==> src/rtl/seg7_pkg.sv <==
// Shared constants and types for the seven-segment display path.
// Used by the binary-to-BCD feeder and the 8-digit scanner.
package seg7_pkg;

  localparam int unsigned AN_NUM  = 8;
  localparam int unsigned DIGIT_W = 4;

  localparam logic [3:0] DIGIT_BLANK = 4'hA;
  localparam logic [3:0] DIGIT_MINUS = 4'hF;

  localparam logic [31:0] MAX_POS     = 32'd99_999_999;
  localparam logic [31:0] MAX_NEG_MAG = 32'd9_999_999;

  typedef enum logic [1:0] {
    IDLE   = 2'd0,
    PREP   = 2'd1,
    SHIFT  = 2'd2,
    FORMAT = 2'd3
  } state_t;

endpackage

==> src/rtl/bcd_add3.sv <==
// Double-dabble correction cell: adds 3 to a BCD nibble that is >= 5.
// Ports: d - BCD nibble in; q - corrected nibble out.
module bcd_add3
  import seg7_pkg::*;
(
  input  logic [DIGIT_W-1:0] d,
  output logic [DIGIT_W-1:0] q
);

  assign q = (d >= DIGIT_W'(5)) ? d + DIGIT_W'(3) : d;

endmodule

==> src/rtl/seg7_bin2bcd.sv <==
// Sequential signed binary to packed 8-digit display-code converter.
// One double-dabble shift per clock; result held on num_o between conversions.
// Ports:
//   clk_i   - clock
//   rst     - synchronous active-high reset
//   value_i - signed 32-bit value, latched on accept
//   valid_i - request, accepted when valid_i & ready_o at a rising edge
//   ready_o - converter idle
//   num_o   - eight 4-bit digit codes, digit 0 in bits [3:0]
//   done_o  - one-cycle pulse when num_o/ovf_o update
//   ovf_o   - last accepted value was out of range
module seg7_bin2bcd
  import seg7_pkg::*;
#(
  parameter bit          BLANK_LZ = 1'b1,
  parameter int unsigned MAG_W    = 27
) (
  input  logic        clk_i,
  input  logic        rst,
  input  logic [31:0] value_i,
  input  logic        valid_i,
  output logic        ready_o,
  output logic [31:0] num_o,
  output logic        done_o,
  output logic        ovf_o
);

  localparam int unsigned BCD_W = AN_NUM * DIGIT_W;
  localparam int unsigned CNT_W = $clog2(MAG_W);

  state_t             state_q;
  logic [31:0]        val_q;
  logic               neg_q;
  logic               range_ovf_q;
  logic [MAG_W-1:0]   mag_q;
  logic [BCD_W-1:0]   bcd_q;
  logic [CNT_W-1:0]   cnt_q;

  logic               val_neg;
  logic [31:0]        abs_val;
  logic               range_ovf;
  logic [BCD_W-1:0]   bcd_adj;
  logic [BCD_W-1:0]   fmt_word;
  logic [3:0]         ms_idx;

  assign ready_o = (state_q == IDLE) && !rst;

  // Magnitude and range check; abs(-2^31) stays 2^31 as unsigned and fails the check.
  assign val_neg   = val_q[31];
  assign abs_val   = val_neg ? (~val_q + 32'd1) : val_q;
  assign range_ovf = val_neg ? (abs_val > MAX_NEG_MAG) : (abs_val > MAX_POS);

  // Add-3 correction on every BCD nibble before each shift.
  for (genvar g = 0; g < AN_NUM; g++) begin : g_add3
    bcd_add3 u_add3 (
      .d (bcd_q[g*DIGIT_W +: DIGIT_W]),
      .q (bcd_adj[g*DIGIT_W +: DIGIT_W])
    );
  end

  // Final display word: leading-zero blanking, minus placement, overflow dashes.
  always_comb begin
    fmt_word = bcd_q;
    ms_idx   = 4'd0;
    for (int k = 0; k < AN_NUM; k++) begin
      if (bcd_q[k*DIGIT_W +: DIGIT_W] != '0) ms_idx = 4'(k);
    end
    if (BLANK_LZ) begin
      for (int k = 0; k < AN_NUM; k++) begin
        if (4'(k) > ms_idx) fmt_word[k*DIGIT_W +: DIGIT_W] = DIGIT_BLANK;
        if (neg_q && (4'(k) == ms_idx + 4'd1)) fmt_word[k*DIGIT_W +: DIGIT_W] = DIGIT_MINUS;
      end
    end else if (neg_q) begin
      fmt_word[BCD_W-1 -: DIGIT_W] = DIGIT_MINUS;
    end
    if (range_ovf_q) fmt_word = {AN_NUM{DIGIT_MINUS}};
  end

  // Converter FSM with registered outputs.
  always_ff @(posedge clk_i) begin
    if (rst) begin
      state_q     <= IDLE;
      val_q       <= '0;
      neg_q       <= 1'b0;
      range_ovf_q <= 1'b0;
      mag_q       <= '0;
      bcd_q       <= '0;
      cnt_q       <= '0;
      num_o       <= {AN_NUM{DIGIT_BLANK}};
      done_o      <= 1'b0;
      ovf_o       <= 1'b0;
    end else begin
      done_o <= 1'b0;
      case (state_q)
        IDLE: begin
          if (valid_i) begin
            val_q   <= value_i;
            state_q <= PREP;
          end
        end
        PREP: begin
          neg_q       <= val_neg;
          range_ovf_q <= range_ovf;
          mag_q       <= abs_val[MAG_W-1:0];
          bcd_q       <= '0;
          cnt_q       <= '0;
          state_q     <= SHIFT;
        end
        SHIFT: begin
          {bcd_q, mag_q} <= {bcd_adj, mag_q} << 1;
          cnt_q          <= cnt_q + CNT_W'(1);
          if (cnt_q == CNT_W'(MAG_W - 1)) state_q <= FORMAT;
        end
        FORMAT: begin
          num_o   <= fmt_word;
          ovf_o   <= range_ovf_q;
          done_o  <= 1'b1;
          state_q <= IDLE;
        end
        default: state_q <= IDLE;
      endcase
    end
  end

endmodule

==> config.mk <==
export PLATFORM = sky130hd
export DESIGN_NAME = seg7_bin2bcd
export DESIGN_NICKNAME = d
export VERILOG_FILES = /design/src/rtl/seg7_pkg.sv /design/src/rtl/bcd_add3.sv /design/src/rtl/seg7_bin2bcd.sv
export SDC_FILE = /design/constraint.sdc
export NUM_CORES = 1
export LEC_CHECK = 0
export BUFFER_PORTS_ARGS = -buffer_cell sky130_fd_sc_hd__buf_2
export CELL_PAD_IN_SITES_DETAIL_PLACEMENT = 0
export CELL_PAD_IN_SITES_GLOBAL_PLACEMENT = 1
export CORE_ASPECT_RATIO = 1.1
export CORE_UTILIZATION = 48
export CTS_CLUSTER_DIAMETER = 150
export CTS_CLUSTER_SIZE = 40
export DETAILED_ROUTE_END_ITERATION = 7
export PLACE_DENSITY_LB_ADDON = 0.12
export SLEW_MARGIN = 20
export SYNTH_ARGS = -nofsm -noshare
export SYNTH_HDL_FRONTEND = slang
export SYNTH_SLANG_ARGS = --single-unit
export TNS_END_PERCENT = 30
==> constraint.sdc <==
create_clock -name clk_i -period 6 [get_ports clk_i]
set_input_delay 0.6 -clock clk_i [delete_from_list [all_inputs] [get_ports clk_i]]
set_output_delay 0.6 -clock clk_i [all_outputs]
set_load 0.02 [all_outputs]
* Word-level counts from Yosys, hierarchy flattened
Cells that the tools add are included.
** Operators by class
- $add $sub $neg :: 11
- Equality and inequality tests :: 13
- Bitwise logic cells :: 1
- Order comparisons :: 18
- Multiplexer cells :: 41
- Reductions and logical operators :: 22
** Operator list (number)
- 2-to-1 mux 4 bit :: 28
- 2-to-1 mux 32 bit :: 2
- one-hot mux 32 bit (2 select lines) :: 1
- one-hot mux 27 bit (2 select lines) :: 1
- adder 32 x 1 -> 32 bit (second input constant) :: 1
- >= comparator 4 x 3 -> 1 bit (second input constant) :: 8
- > comparator 32 x 24 -> 1 bit (second input constant) :: 1
- > comparator 32 x 27 -> 1 bit (second input constant) :: 1
- inverter 32 bit :: 1
- adder 4 x 2 -> 4 bit (second input constant) :: 7
- nonzero test 4 bit :: 7
- == test 3 x 4 -> 1 bit (first input constant) :: 4
- > comparator 3 x 4 -> 1 bit (first input constant) :: 4
- one-hot mux 5 bit (2 select lines) :: 1
- logical AND 1 bit :: 9
- == test 2 x 4 -> 1 bit (first input constant) :: 2
- > comparator 1 x 4 -> 1 bit (first input constant) :: 2
- > comparator 2 x 4 -> 1 bit (first input constant) :: 2
- one-hot mux 2 bit (4 select lines) :: 1
- 2-to-1 mux 2 bit :: 3
- adder 5 x 1 -> 5 bit (second input constant) :: 1
- == test 5 bit (second input constant) :: 1
- adder 4 x 1 -> 4 bit (second input constant) :: 1
- == test 1 x 4 -> 1 bit (first input constant) :: 1
- 11 further kinds :: 16
** Storage, ports and cells
- Input bits :: 35
- Output and inout port bits :: 35
- Register bits after elaboration :: 134

* Logic depth before layout (Yosys ltp)
- Word-level depth :: 13
- Depth in mapped cells :: 13
- Depth with buffers taken out :: 13

* Modules after synthesis
From an unflattened synthesis, not the netlist that was laid out.
** Unflattened totals
- Cell total of the unflattened synthesis :: 913
- Area total of the unflattened synthesis :: 7118.1 um2
** Modules (own cells, without submodules)
- seg7_bin2bcd :: sequential area each 2682.6 um2, area each 6307.3 um2, cells each 785, instances 1
- bcd_add3 :: sequential area each 0.0 um2, area each 101.3 um2, cells each 16, instances 8

* Worst setup path before layout
No wires, ideal clock.
- Kind :: reg-to-reg
- Start :: reg val_q[1]
- End :: reg range_ovf_q
- Clock period less this slack :: 3033 ps
- Stages on the path, launching flop included :: 13
- Library setup time :: 81 ps
- Buffers on the path :: 2
- Arrival :: 2952 ps
- Path slack :: 2967 ps
- Cell sequence :: dfxtp_1 inv_1 ha_1 or4b_1 buf_1 or4_1 clkbuf_1 o31ai_1 xor2_1 or3_1 a2111oi_0 o22ai_1 a41oi_1
** Between the ends
- Word-level cells in the longest chain between the ends :: 5
- Elaborated cells between the ends (all ways) :: 6
- Classes of those cells :: 1 x add/sub; 2 x order compare; 2 x mux; 1 x bitwise
** Ends and longest elaborated chain
- start, declared :: RTL line seg7_bin2bcd.sv:32 : logic [31:0] val_q;
- start signal, assigned :: RTL line seg7_bin2bcd.sv:97 : val_q <= value_i;
- inverter 32 bit :: RTL line seg7_bin2bcd.sv:50 : assign abs_val = val_neg ? (~val_q + 32'd1) : val_q;
- adder 32 x 1 -> 32 bit :: RTL line seg7_bin2bcd.sv:50
- 2-to-1 mux 32 bit * :: RTL line seg7_bin2bcd.sv:50
- > comparator 32 x 27 -> 1 bit or > comparator 32 x 24 -> 1 bit (tied branches) :: RTL line seg7_bin2bcd.sv:51 : assign range_ovf = val_neg ? (abs_val > MAX_NEG_MAG) : (abs_val > MAX_POS);
- 2-to-1 mux 1 bit * :: RTL line seg7_bin2bcd.sv:51
- end signal, assigned :: RTL line seg7_bin2bcd.sv:103 : range_ovf_q <= range_ovf;
- end, declared :: RTL line seg7_bin2bcd.sv:34 : logic range_ovf_q;
Every way passes the cells marked *; elsewhere a longest branch is shown, timed or not.
A chain may end at the register's enable or synchronous reset.

* Final worst setup path
- Start :: reg bcd_q[4]
- End :: reg num_o[0]
** Between the ends
- Word-level cells in the longest chain between the ends :: 13
- Elaborated cells between the ends (all ways) :: 15
- Classes of those cells :: 1 x add/sub; 1 x order compare; 10 x mux; 3 x reduce/logical
** Ends and longest elaborated chain
- start, declared :: RTL line seg7_bin2bcd.sv:36 : logic [BCD_W-1:0] bcd_q;
- start signal, assigned :: RTL line seg7_bin2bcd.sv:110 : {bcd_q, mag_q} <= {bcd_adj, mag_q} << 1;
- nonzero test 4 bit * :: RTL line seg7_bin2bcd.sv:66 : if (bcd_q[k*DIGIT_W +: DIGIT_W] != '0) ms_idx = 4'(k);
- 2-to-1 mux 1 bit * :: RTL line seg7_bin2bcd.sv:66
- 2-to-1 mux 2 bit * :: RTL line seg7_bin2bcd.sv:66
- 2-to-1 mux 4 bit * (5 in series) :: RTL line seg7_bin2bcd.sv:66
- adder 4 x 1 -> 4 bit :: RTL line seg7_bin2bcd.sv:71 : if (neg_q && (4'(k) == ms_idx + 4'd1)) fmt_word[k*DIGIT_W +: DIGIT_W] = DIGIT_MINUS;
- zero test 4 bit :: RTL line seg7_bin2bcd.sv:71
- logical AND 1 bit :: RTL line seg7_bin2bcd.sv:71
- 2-to-1 mux 4 bit * :: RTL line seg7_bin2bcd.sv:71
- 2-to-1 mux 32 bit * :: RTL line seg7_bin2bcd.sv:76 : if (range_ovf_q) fmt_word = {AN_NUM{DIGIT_MINUS}};
- end signal, assigned :: RTL line seg7_bin2bcd.sv:89 : num_o <= {AN_NUM{DIGIT_BLANK}};
- end signal, assigned :: RTL line seg7_bin2bcd.sv:115 : num_o <= fmt_word;
- end, declared :: RTL line seg7_bin2bcd.sv:23 : output logic [31:0] num_o,
Marks and branches as above.

==> reports/metrics.yaml <==
clocking:
  cts_setup_buffers: 0
  root_buffer: "clkbuf_16"
  clk_pin_slew_ns: 0.06
  hold_buffers: 0
  cts_tree: "done"
  numCtsBuffers: 17
  clock_latency_ns: 0.43
  post_cts_resized: 0
  clock_sinks: 134
  clk_path_buf_depth: 2
  h-tree-depth: 4
global_route:
  grt_pass1_vias: 5865
  gr-total-overflow: 0
  grt_use_total_pct: 23.5
  antenna_found_initial: 0
  grt_max_degree: 91
  grt_pass1_wl_microns: 27900
yosys:
  synth_ff_type: "dfxtp_1"
  async_reset_ff_share_pct: 0
  synth_area_sq_mm: 0.00701
  synth.yosys.seq_area_share_pct: 38.3
  synthCells: 885
  ys_ff_latch: 134
  ys_warn_count: 0
  synth-edff-count: 0
  synth.avg_cell_area_sq_um: 7.92
  syn_nets: 946
  synth_cell_types: 64
finish:
  fin_nets: 981
  instances_no_fill: 1120
  drive_gt1_share_pct: 13.3
  seq_area_sq_mm: 0.00268
  n_fill_cell: 1301
  multiInputGateArea_sq_mm: 0.00400
  syn2layout_area_growth_pct: 15.0
  postLayoutCellArea_sq_mm: 0.00807
  antenna_cells: 0
timing:
  worst_pin_slew_ns: 1.02
  setup_viol: 0
  fmax_mhz: 285
  period_needed_ns: 3.51
  grt_setup_unrepaired: "no"
  drv_slew: 0
  fin_setup_tns_ns: 0
  setup_ws_ns: 2.49
  hold_viol: 0
  skew_ns: 0.00968
  max_slew_margin_pct: 31.5
  period_share_pct: 58.4
power_and_ir_drop:
  p_sw_share_pct: 36.4
  cellLeakagePower_nw: 3.11
  p_int_w: 0.00217
  total_power_w: 0.00342
  p_sw_w: 0.00124
  power.density_mw_per_mm2: 424
  ir_drop_mv: 0.230
  power_frac_seq_pct: 32.8
  clkPwrFrac_pct: 33.3
  comb_power_share_pct: 33.9
place:
  dp_hpwl_microns: 11100
  gp_congestion: 0.960
  placed_cell_area_sq_mm: 0.00741
  placedCellCount: 1089
  pre_cts_slack_ns: 2.50
  io_buffers: 69
worst_setup_path:
  critPathTopFamily: "compound AO/OA/AOI/OAI gates"
  worst_path_max_delay_cell: "or3b_2"
  required_ns: 6.35
  path_buf_inv: 1
  critical_path_peak_fanout: 6
  path_class: "reg2reg"
  arrival_ns: 3.86
  crit_chain: "inv_1 -> ha_1 -> or3b_2 -> a2111oi_0 -> o211ai_1 -> a21oi_1 -> nor2_1 -> ha_1 -> nand2b_1 -> nand2b_1 -> o21ai_0 -> nor2_1 -> nor3_1"
  start_kind: "register"
  cpPeakStageDelay_ns: 0.48
  crit_path_end_kind: "register"
drt:
  drcViolationCount: 0
  antenna_left: 0
  num_vias: 6254
  wirelength_microns: 16500
  drt_pass1_iterations: 5
  drt_iter0_drc: 468
  routedWlPerCell_microns: 14.7
  via_per_inst: 5.58
die:
  die_w_microns: 117
  dieArea_sq_mm: 0.0151
  coreArea_sq_mm: 0.0140
  die_h_microns: 129
  io-pin-count: 70
  rows: 45
  start_util_pct: 50.0
run:
  maxCapViolCount: 0
worst_hold_path:
  hp-class: "in2reg"
run_status:
  status: "completed"
==> state kept, by name, summed over array words and instances, names as in the netlist <==
register / cells
cnt_q: 5
range_ovf_q: 1
num_o: 32
val_q: 32
neg_q: 1
done_o: 1
ovf_o: 1
mag_q: 27
bcd_q: 32
state_q: 2
==> layout by cell type (no fill, tap or decap), types with 10 or more instances in the layout <==
cell,instances
a21oi_1,73
xor2_1,27
nor2_1,104
nand3_1,11
dfxtp_1,134
clkbuf_16,17
buf_2,68
nor3_1,26
o22ai_1,12
ha_1,25
mux2i_1,26
a22oi_1,17
nand2_1,119
inv_1,28
xnor2_1,10
nand2b_1,33
o21ai_0,53
o31ai_1,16
==> final cells by class <==
cell class / count / share of cell area (%)
clock inverters: 8 / 1.77
inverters: 30 / 1.40
multi-input cells: 663 / 49.6
well taps: 188 / 2.92
flip-flops and latches: 134 / 33.3
clock buffers: 23 / 6.30
repair buffers: 74 / 4.78
==> cell usage after synthesis, types with 8 or more instances <==
cell type | instances | area share, %
a22oi_1 | 17 | 1.8
nand3_1 | 11 | 0.78
nand2_1 | 119 | 6.4
nor3_1 | 26 | 1.9
xor2_1 | 27 | 3.4
nand2b_1 | 33 | 2.9
ha_1 | 26 | 4.6
o21ai_0 | 53 | 3.8
mux2i_1 | 26 | 3.7
nor2_1 | 105 | 5.6
nor2b_1 | 8 | 0.71
o31ai_1 | 16 | 1.7
o22ai_1 | 12 | 1.1
xnor2_1 | 10 | 1.2
a32oi_1 | 8 | 1.0
or3_1 | 8 | 0.71
or4_1 | 8 | 0.86
clkbuf_1 | 48 | 2.6
inv_1 | 29 | 1.6
a21oi_1 | 73 | 5.2
dfxtp_1 | 134 | 38
==> stage by stage <==
stage	hold slack, ns	util, %
global route	0.406	57.5
finish	0.412	57.5
global placement	0.449	52.9
floorplan	0.441	-
CTS	0.397	57.5
detailed placement	0.453	52.9
==> worst paths after layout <==
path                            cells after the start  startpoint  slack [ns]        end
worst min-delay path                                3  value_i[9]        0.41   val_q[9]
worst max-delay path                               13    bcd_q[4]        2.49   num_o[0]
worst max register to register                     13    bcd_q[4]        2.49   num_o[0]
worst min register to register                      2   mag_q[26]        0.46  mag_q[26]
==> per-layer routing <==
layer | share of wire [%] | vias to the layer above | wire [microns] | global-route usage (%)
met1 | 46 | 2896 | 7630 | 29.7
met4 | 3.0 | 0 | 487 | 12.1
met5 | 0 | - | 0 | 0
li1 | - | 3173 | - | -
met3 | 3.2 | 40 | 531 | 4.05
met2 | 47 | 145 | 7820 | 38.3
==> worst min-delay path, stage by stage <==
cell and delay [ns]:
buf_2 0.09, nand2_1 0.04, a21oi_1 0.05
==> logic make-up (layout without fill, tap and decap cells) <==
| logic type | after synthesis | count (layout) | share of synthesized area, % |
|---|---|---|---|
| and+or+nand+nor | 351 | 351 | 23.7 |
| AOI/OAI and AO/OA | 221 | 221 | 19.9 |
| DFF | 134 | 134 | 38.3 |
| buffers and inverters | 88 | 135 | 4.87 |
| xor gates and xnor gates | 37 | 37 | 4.62 |
| muxes | 28 | 28 | 4.03 |
| adders and majority gates | 26 | 26 | 4.64 |
==> power by group through the flow <==
stage / clock network (W) / registers (W) / logic [W]
2_1_floorplan: 0 / 0.00114 / 0.000914
3_3_place_gp: 0 / 0.00113 / 0.00113
3_5_place_dp: 0 / 0.00114 / 0.00115
4_1_cts: 0.00116 / 0.00112 / 0.00116
5_1_grt: 0.00119 / 0.00114 / 0.00130
6_report: 0.00114 / 0.00112 / 0.00116
(Power assumes the default switching activity.)
